`config.mk`:
```
export PLATFORM = sky130hd
export DESIGN_NAME = hs_ifr_evt_detect
export DESIGN_NICKNAME = d
export VERILOG_FILES = /design/src/rtl/hs_ifr_misc_typedefs_pkg.sv /design/src/rtl/hs_ifr_sync_cell.sv /design/src/rtl/hs_ifr_evt_detect.sv
export SDC_FILE = /design/constraint.sdc
export NUM_CORES = 1
export LEC_CHECK = 0
export ABC_AREA = 1
export CORE_AREA = 10 10 47 49
export CTS_BUF_LIST = sky130_fd_sc_hd__clkbuf_4 sky130_fd_sc_hd__clkbuf_8
export DETAILED_ROUTE_END_ITERATION = 16
export DIE_AREA = 0 0 57 59
export GPL_TIMING_DRIVEN = 0
export PLACE_DENSITY_LB_ADDON = 0.1
export SYNTH_ARGS = -nofsm -noshare
export SYNTH_HDL_FRONTEND = slang
export SYNTH_SLANG_ARGS = --single-unit
```
`constraint.sdc`:
```
create_clock -name clk -period 0.84 [get_ports clk]
set_input_delay 0.252 -clock clk [delete_from_list [all_inputs] [get_ports clk]]
set_output_delay 0.252 -clock clk [all_outputs]
set_load 0.01 [all_outputs]
```
`src/rtl/hs_ifr_misc_typedefs_pkg.sv`:
```
// rtl/hs_ifr_misc_typedefs_pkg.sv - shared misc typedefs and edge helper
package hs_ifr_misc_typedefs_pkg;

    typedef enum logic {
        BOOL_FALSE = 1'b0,
        BOOL_TRUE  = 1'b1
    } bool_e;

    typedef enum logic [1:0] {
        EDGE_POSEDGE = 2'd0,
        EDGE_NEGEDGE = 2'd1,
        EDGE_BOTH    = 2'd2
    } edge_e;

    typedef enum logic [1:0] {
        LEVEL_LOW  = 2'd0,
        LEVEL_HIGH = 2'd1,
        LEVEL_BOTH = 2'd2
    } level_e;

    // True when the transition prev -> nxt is one of the edges selected by sel.
    function automatic bit edge_match(edge_e sel, bit prev, bit nxt);
        bit hit;
        hit = 1'b0;
        case (sel)
            EDGE_POSEDGE: hit = !prev && nxt;
            EDGE_NEGEDGE: hit = prev && !nxt;
            EDGE_BOTH:    hit = prev != nxt;
            default:      hit = 1'b0;
        endcase
        return hit;
    endfunction

endpackage

```
`src/rtl/hs_ifr_sync_cell.sv`:
```
// rtl/hs_ifr_sync_cell.sv - multi-flop synchronizer chain
module hs_ifr_sync_cell #(
    parameter int   STAGES  = 2,
    parameter logic RST_VAL = 1'b0
) (
    input  logic clk,
    input  logic rst_n,
    input  logic d_i,
    output logic q_o
);

    logic [STAGES-1:0] chain_q;

    // Shift the raw input through the chain; bit 0 is the metastability-exposed flop.
    always_ff @(posedge clk or negedge rst_n) begin
        if (!rst_n) begin
            chain_q <= {STAGES{RST_VAL}};
        end else begin
            chain_q <= {chain_q[STAGES-2:0], d_i};
        end
    end

    assign q_o = chain_q[STAGES-1];

endmodule

```
`src/rtl/hs_ifr_evt_detect.sv`:
```
// rtl/hs_ifr_evt_detect.sv - synchronized, filtered edge/level event detector
module hs_ifr_evt_detect
    import hs_ifr_misc_typedefs_pkg::*;
#(
    parameter int     SYNC_STAGES = 2,
    parameter int     FILT_CYCLES = 4,
    parameter bool_e  DET_KIND    = BOOL_TRUE,
    parameter edge_e  EDGE_SEL    = EDGE_POSEDGE,
    parameter level_e LEVEL_SEL   = LEVEL_HIGH,
    parameter logic   RST_LEVEL   = 1'b0
) (
    input  logic clk,
    input  logic rst_n,
    input  logic en_i,
    input  logic async_i,
    input  logic clr_i,
    output logic filt_o,
    output logic evt_o,
    output logic pend_o
);

    localparam int               CNT_W     = $clog2(FILT_CYCLES + 1);
    localparam logic [CNT_W-1:0] CNT_LAST  = CNT_W'(FILT_CYCLES - 1);
    localparam logic             LEVEL_ACT = (LEVEL_SEL == LEVEL_HIGH);
    localparam bit               EDGE_MODE = (DET_KIND == BOOL_TRUE);

    if (SYNC_STAGES < 2) begin : g_bad_sync
        $error("hs_ifr_evt_detect: SYNC_STAGES must be >= 2");
    end
    if (FILT_CYCLES < 1) begin : g_bad_filt
        $error("hs_ifr_evt_detect: FILT_CYCLES must be >= 1");
    end
    if (LEVEL_SEL == LEVEL_BOTH) begin : g_bad_level
        $error("hs_ifr_evt_detect: LEVEL_BOTH is not a valid active level");
    end

    logic             s_q;
    logic [CNT_W-1:0] cnt_q;
    logic [CNT_W-1:0] cnt_d;
    logic             filt_q;
    logic             filt_d;
    logic             toggle;
    logic             level_on;
    logic             evt_d;
    logic             clr_ok;
    logic             pend_d;
    logic             evt_q;
    logic             pend_q;

    hs_ifr_sync_cell #(
        .STAGES  (SYNC_STAGES),
        .RST_VAL (RST_LEVEL)
    ) u_sync (
        .clk   (clk),
        .rst_n (rst_n),
        .d_i   (async_i),
        .q_o   (s_q)
    );

    // Glitch filter: accept a new level only after FILT_CYCLES consecutive disagreeing samples.
    always_comb begin
        cnt_d  = '0;
        filt_d = filt_q;
        toggle = 1'b0;
        if (s_q != filt_q) begin
            if (cnt_q == CNT_LAST) begin
                filt_d = ~filt_q;
                toggle = 1'b1;
            end else begin
                cnt_d = cnt_q + CNT_W'(1);
            end
        end
    end

    // Event and pending decisions, computed from the filter's next value so they align with filt_o.
    always_comb begin
        level_on = (filt_d == LEVEL_ACT);
        evt_d    = 1'b0;
        if (en_i) begin
            if (EDGE_MODE) begin
                evt_d = toggle && edge_match(EDGE_SEL, filt_q, filt_d);
            end else begin
                evt_d = level_on;
            end
        end
        // An active level keeps the request asserted, so a clear cannot retire it.
        clr_ok = clr_i && !(!EDGE_MODE && level_on);
        pend_d = pend_q;
        if (evt_d) begin
            pend_d = 1'b1;
        end else if (clr_ok) begin
            pend_d = 1'b0;
        end
    end

    // Filter, event and pending state registers.
    always_ff @(posedge clk or negedge rst_n) begin
        if (!rst_n) begin
            cnt_q  <= '0;
            filt_q <= RST_LEVEL;
            evt_q  <= 1'b0;
            pend_q <= 1'b0;
        end else begin
            cnt_q  <= cnt_d;
            filt_q <= filt_d;
            evt_q  <= evt_d;
            pend_q <= pend_d;
        end
    end

    assign filt_o = filt_q;
    assign evt_o  = evt_q;
    assign pend_o = pend_q;

endmodule

```
# After elaboration in Yosys (flattened, before gate mapping)
# Index checks and enable logic that the tools add are counted.
[op_classes] bitwise_logic=1 addsub=1 n_reduce_logical=4 eq_ne=2 n_mux=10
[ops] operator="two-way mux 1 bit" n=8
[ops] operator="two-way mux 3 bit" n=2
[ops] operator="adder 3 x 1 -> 3 bit (second input constant)" n=1
[ops] operator="== test 3 x 2 -> 1 bit (second input constant)" n=1
[ops] operator="logical AND 1 bit" n=2
[ops] operator="nonzero test 2 bit" n=1
[ops] operator="zero test 1 bit" n=1
[ops] operator="!= test 1 bit" n=1
[ops] operator="inverter 1 bit" n=1
[word_totals] elab_cells=23 register_bits=8 output_inout_bits=3

# Longest topological paths before layout
[depth] depth_word=8 depth_mapped=4 mapped_depth_nobuf=4

# Cells and area by module
# A second synthesis with hierarchy kept.
[unflattened] hier_cells=28 hier_area_um2=296.5
[by_module_without_submodules] mod="hs_ifr_evt_detect" area_each_um2=246.5 cells_per_inst=26 instances=1
[by_module_without_submodules] mod="hs_ifr_sync_cell" area_each_um2=50.0 cells_per_inst=2 instances=1

# Worst setup path after synthesis
# No wires, ideal clock.
[synth_timing] path_type="register to register" from="register cnt_q[0]" to="register cnt_q[2]" synth_period_minus_slack_ns=0.932 stages_incl_launch_ff=4 path_buffers=0 setup_slack_ns=-0.092 setup_ns=0.072 arrival_time_ns=0.860 cell_sequence="dfrtp_1 -> ha_1 -> or2_0 -> nor2_1"
[synth_via] elab_chain_cells=3 word_cells_on_any_way=4
[synth_lines] element="start: declaration" line_no="hs_ifr_evt_detect.sv:38" source="logic [CNT_W-1:0] cnt_q;"
[synth_lines] element="start signal: assignment" line_no="hs_ifr_evt_detect.sv:104" source="cnt_q <= cnt_d;"
[synth_lines] element="adder 3 x 1 -> 3 bit / == test 3 x 2 -> 1 bit (equally long branches)" line_no="hs_ifr_evt_detect.sv:70, hs_ifr_evt_detect.sv:66"
[synth_lines] element="two-way mux 3 bit *" line_no="hs_ifr_evt_detect.sv:66" source="if (cnt_q == CNT_LAST) begin"
[synth_lines] element="two-way mux 3 bit *" line_no="hs_ifr_evt_detect.sv:65" source="if (s_q != filt_q) begin"
[synth_lines] element="named net cnt_d[2]" line_no="hs_ifr_evt_detect.sv:39" source="logic [CNT_W-1:0] cnt_d;"
# The timed path passes the listed nets; every way through them passes the cells marked *.
# A chain may end at the register's enable or synchronous reset.

# Worst setup path after layout
[layout_timing] from="register filt_q, in the netlist filt_o" to="output port filt_o"
[layout_rtl] element="start: declaration" line_no="hs_ifr_evt_detect.sv:40" source="logic filt_q;"
[layout_rtl] element="start signal: assignment" line_no="hs_ifr_evt_detect.sv:105" source="filt_q <= filt_d;"
[layout_rtl] element="end: declaration" line_no="hs_ifr_evt_detect.sv:17" source="output logic filt_o,"
# No word-level cell between the ends.

==> flow_summary.ini <==
[sta]
rsz0062_at_grt = yes
setup_viol = 8
tightest_slew_ns = 0.359
fin_tns_setup_ns = -0.735
max_slew_margin_pct = 76.0
fin_worst_skew_ns = 0.00237
final.setup.worst_slack_ns = -0.186
slew_viol_final = 0
min_period_over_period_pct = 122
fmax_mhz = 975
min_period_ns = 1.03
hold_violations = 0

[clock_network]
cts_tree = built
cts_sinks = 8
clk_latency_ns = 0.25
htree_levels = 1
cts-root-buf = clkbuf_4
hold_buffers = 0
clock_path_buffers = 2
path_clk_slew_ns = 0.05
cts_made_buffers = 3

[logic_synthesis]
synth_nets = 34
synth-simple-area-share_pct = 17.7
synth-compound-area-share_pct = 2.53
syn_area_um2 = 297
synth_top_cell_area_share_pct = 67.5
ys_types = 9
synthCells = 28
syn_avg_cell_area_um2 = 10.6
synth_top_family_by_area = simple AND/OR/NAND/NOR gates
yosys-mux-area-fraction_pct = 0
ys_warn_count = 0
synthTopCellsByArea = dfrtp_1, nand2_1, nor2_1
synth_most_common_cell = dfrtp_1
async_reset_ff_share_pct = 100
synth-xor-area-share_pct = 2.95
yosysTopAreaCell = dfrtp_1
synth_edf_count = 0
synth_common_cells = dfrtp_1, nand2_1, nor2_1, inv_1
ys.flop_type = dfrtp_1
seq_area_frac_synth_pct = 67.5
yosys.area_share.adder_pct = 4.22
synth-seq-cells = 8

[layout]
synthToLayoutAreaGrowth_pct = 59.1
stdcell_count = 56
design_area_um2 = 472
layout.nets = 48
drive_gt1_share_pct = 35.0
antenna_cells = 0
num-fill-cells = 156

[setup_path]
path_buf_inv = 1
cp.required_ns = 0.59
slowest_stage = dfrtp_1
end_kind = output pin
crit_family = flip-flops
path_cells = buf_6
critPathLaunchType = flop
crit_type = flop to output pin
crit_arrival_ns = 0.77
crit_fanout = 2
slowest_delay_ns = 0.39

[place]
placed_cells = 51
routabilityCongestion = 0.659
pre_cts_ws_ns = -0.359
dpl_cell_area_um2 = 389
port_buffers = 7
dp_hpwl_um = 435

[die]
die_x_um = 57
die_area_um2 = 3360
core-area_um2 = 1400
die_y_um = 59
start_util_pct = 21.2
ios = 8
rows = 14

[global_routing]
grt_pass1_wl_um = 1060
grt_usage_pct = 4.25
grt_max_degree = 9
antenna_found_initial = 0
overflow = 0
grt_pass1_vias = 272

[pwr]
p_per_area_nw_per_um2 = 2700
report.power.total_mw = 1.27
ir_drop_mv = 1.14
leakagePower_nw = 0.220

[route]
drc = 0
route.vias.total = 228
via_per_inst = 4.07
drt_pass1_iterations = 2
drtAntennaViolNets = 0
wl_um = 613
drt_iter0_drc = 2
routedWlPerCell_um = 10.9

[outcome]
status = finished with violations
violations = setup timing

[run]
drv_cap = 0

[worst_hold_path]
hp-class = input port to asynchronous set/reset pin
[layout by cell type (no fill, tap or decap), drive strengths merged]
master	n
o21bai	1
or2	1
nand3	1
clkbuf	3
dfrtp	8
nor2	5
ha	1
xnor2	1
inv	4
nand2	6
clkdlybuf4s50	4
buf	5
[layer usage]
layer	track usage [%]	vias up	wire, um
li1	-	111	-
met1	3.35	108	212
met2	6.98	7	339
met3	2.79	2	54
met4	4.03	0	6
met5	0	-	0
[area by class of cell]
type | count | area, um2 | area share [%]
multi-input cells | 16 | 138 | 29.2
flip-flops and latches | 8 | 200 | 42.4
clock buffers | 3 | 22.5 | 4.77
repair buffers | 9 | 76.3 | 16.2
well taps | 16 | 20.0 | 4.24
inverters | 4 | 15.0 | 3.18
[state kept, by name, summed over array words and instances (netlist names)]
name and cells:
evt_o 1, cnt_q 3, u_sync.chain_q 2, filt_o 1, pend_o 1
[cell families after synthesis]
family | count (synthesis)
simple gates | 13
flops | 8
buf+inv | 4
compound gates | 1
xor+xnor | 1
fa+ha+maj | 1
[path summary, 6_finish.rpt]
| kind | depth (start not counted) | to | slack, ns | start |
|---|---|---|---|---|
| worst max-delay path | 1 | filt_o | -0.19 | filt_o |
| max in group asynchronous | 1 | cnt_q[0] | 0.31 | rst_n |
| worst min-delay path | 1 | pend_o | 0.27 | rst_n |
| worst max register to register | 3 | cnt_q[2] | -0.10 | cnt_q[0] |
| worst min register to register | 0 | u_sync.chain_q[1] | 0.35 | u_sync.chain_q[0] |
| min in group clk | 0 | u_sync.chain_q[1] | 0.35 | u_sync.chain_q[0] |
[through the flow]
step	hold slack (ns)	util [%]
3_3_place_gp	0.340	27.8
5_1_grt	0.298	33.7
2_1_floorplan	-0.0436	-
3_5_place_dp	0.343	27.8
4_1_cts	0.290	32.3
6_report	0.273	33.7
[what timing repair did]
| action | in CTS | in global routing |
|---|---|---|
| gates cloned | 0 | 0 |
| endpoints found under the hold margin | 0 | 0 |
| setup buffers | 1 | 1 |
| setup endpoints to repair | 9 | 9 |
| gates resized for setup | 19 | 3 |
| pin swaps | 4 | 0 |
[power breakdown]
part	switching [mW]	internal [mW]
combinational	0.199	0.263
sequential	0.0574	0.457
clock	0.132	0.164
(Power assumes the default switching activity.)
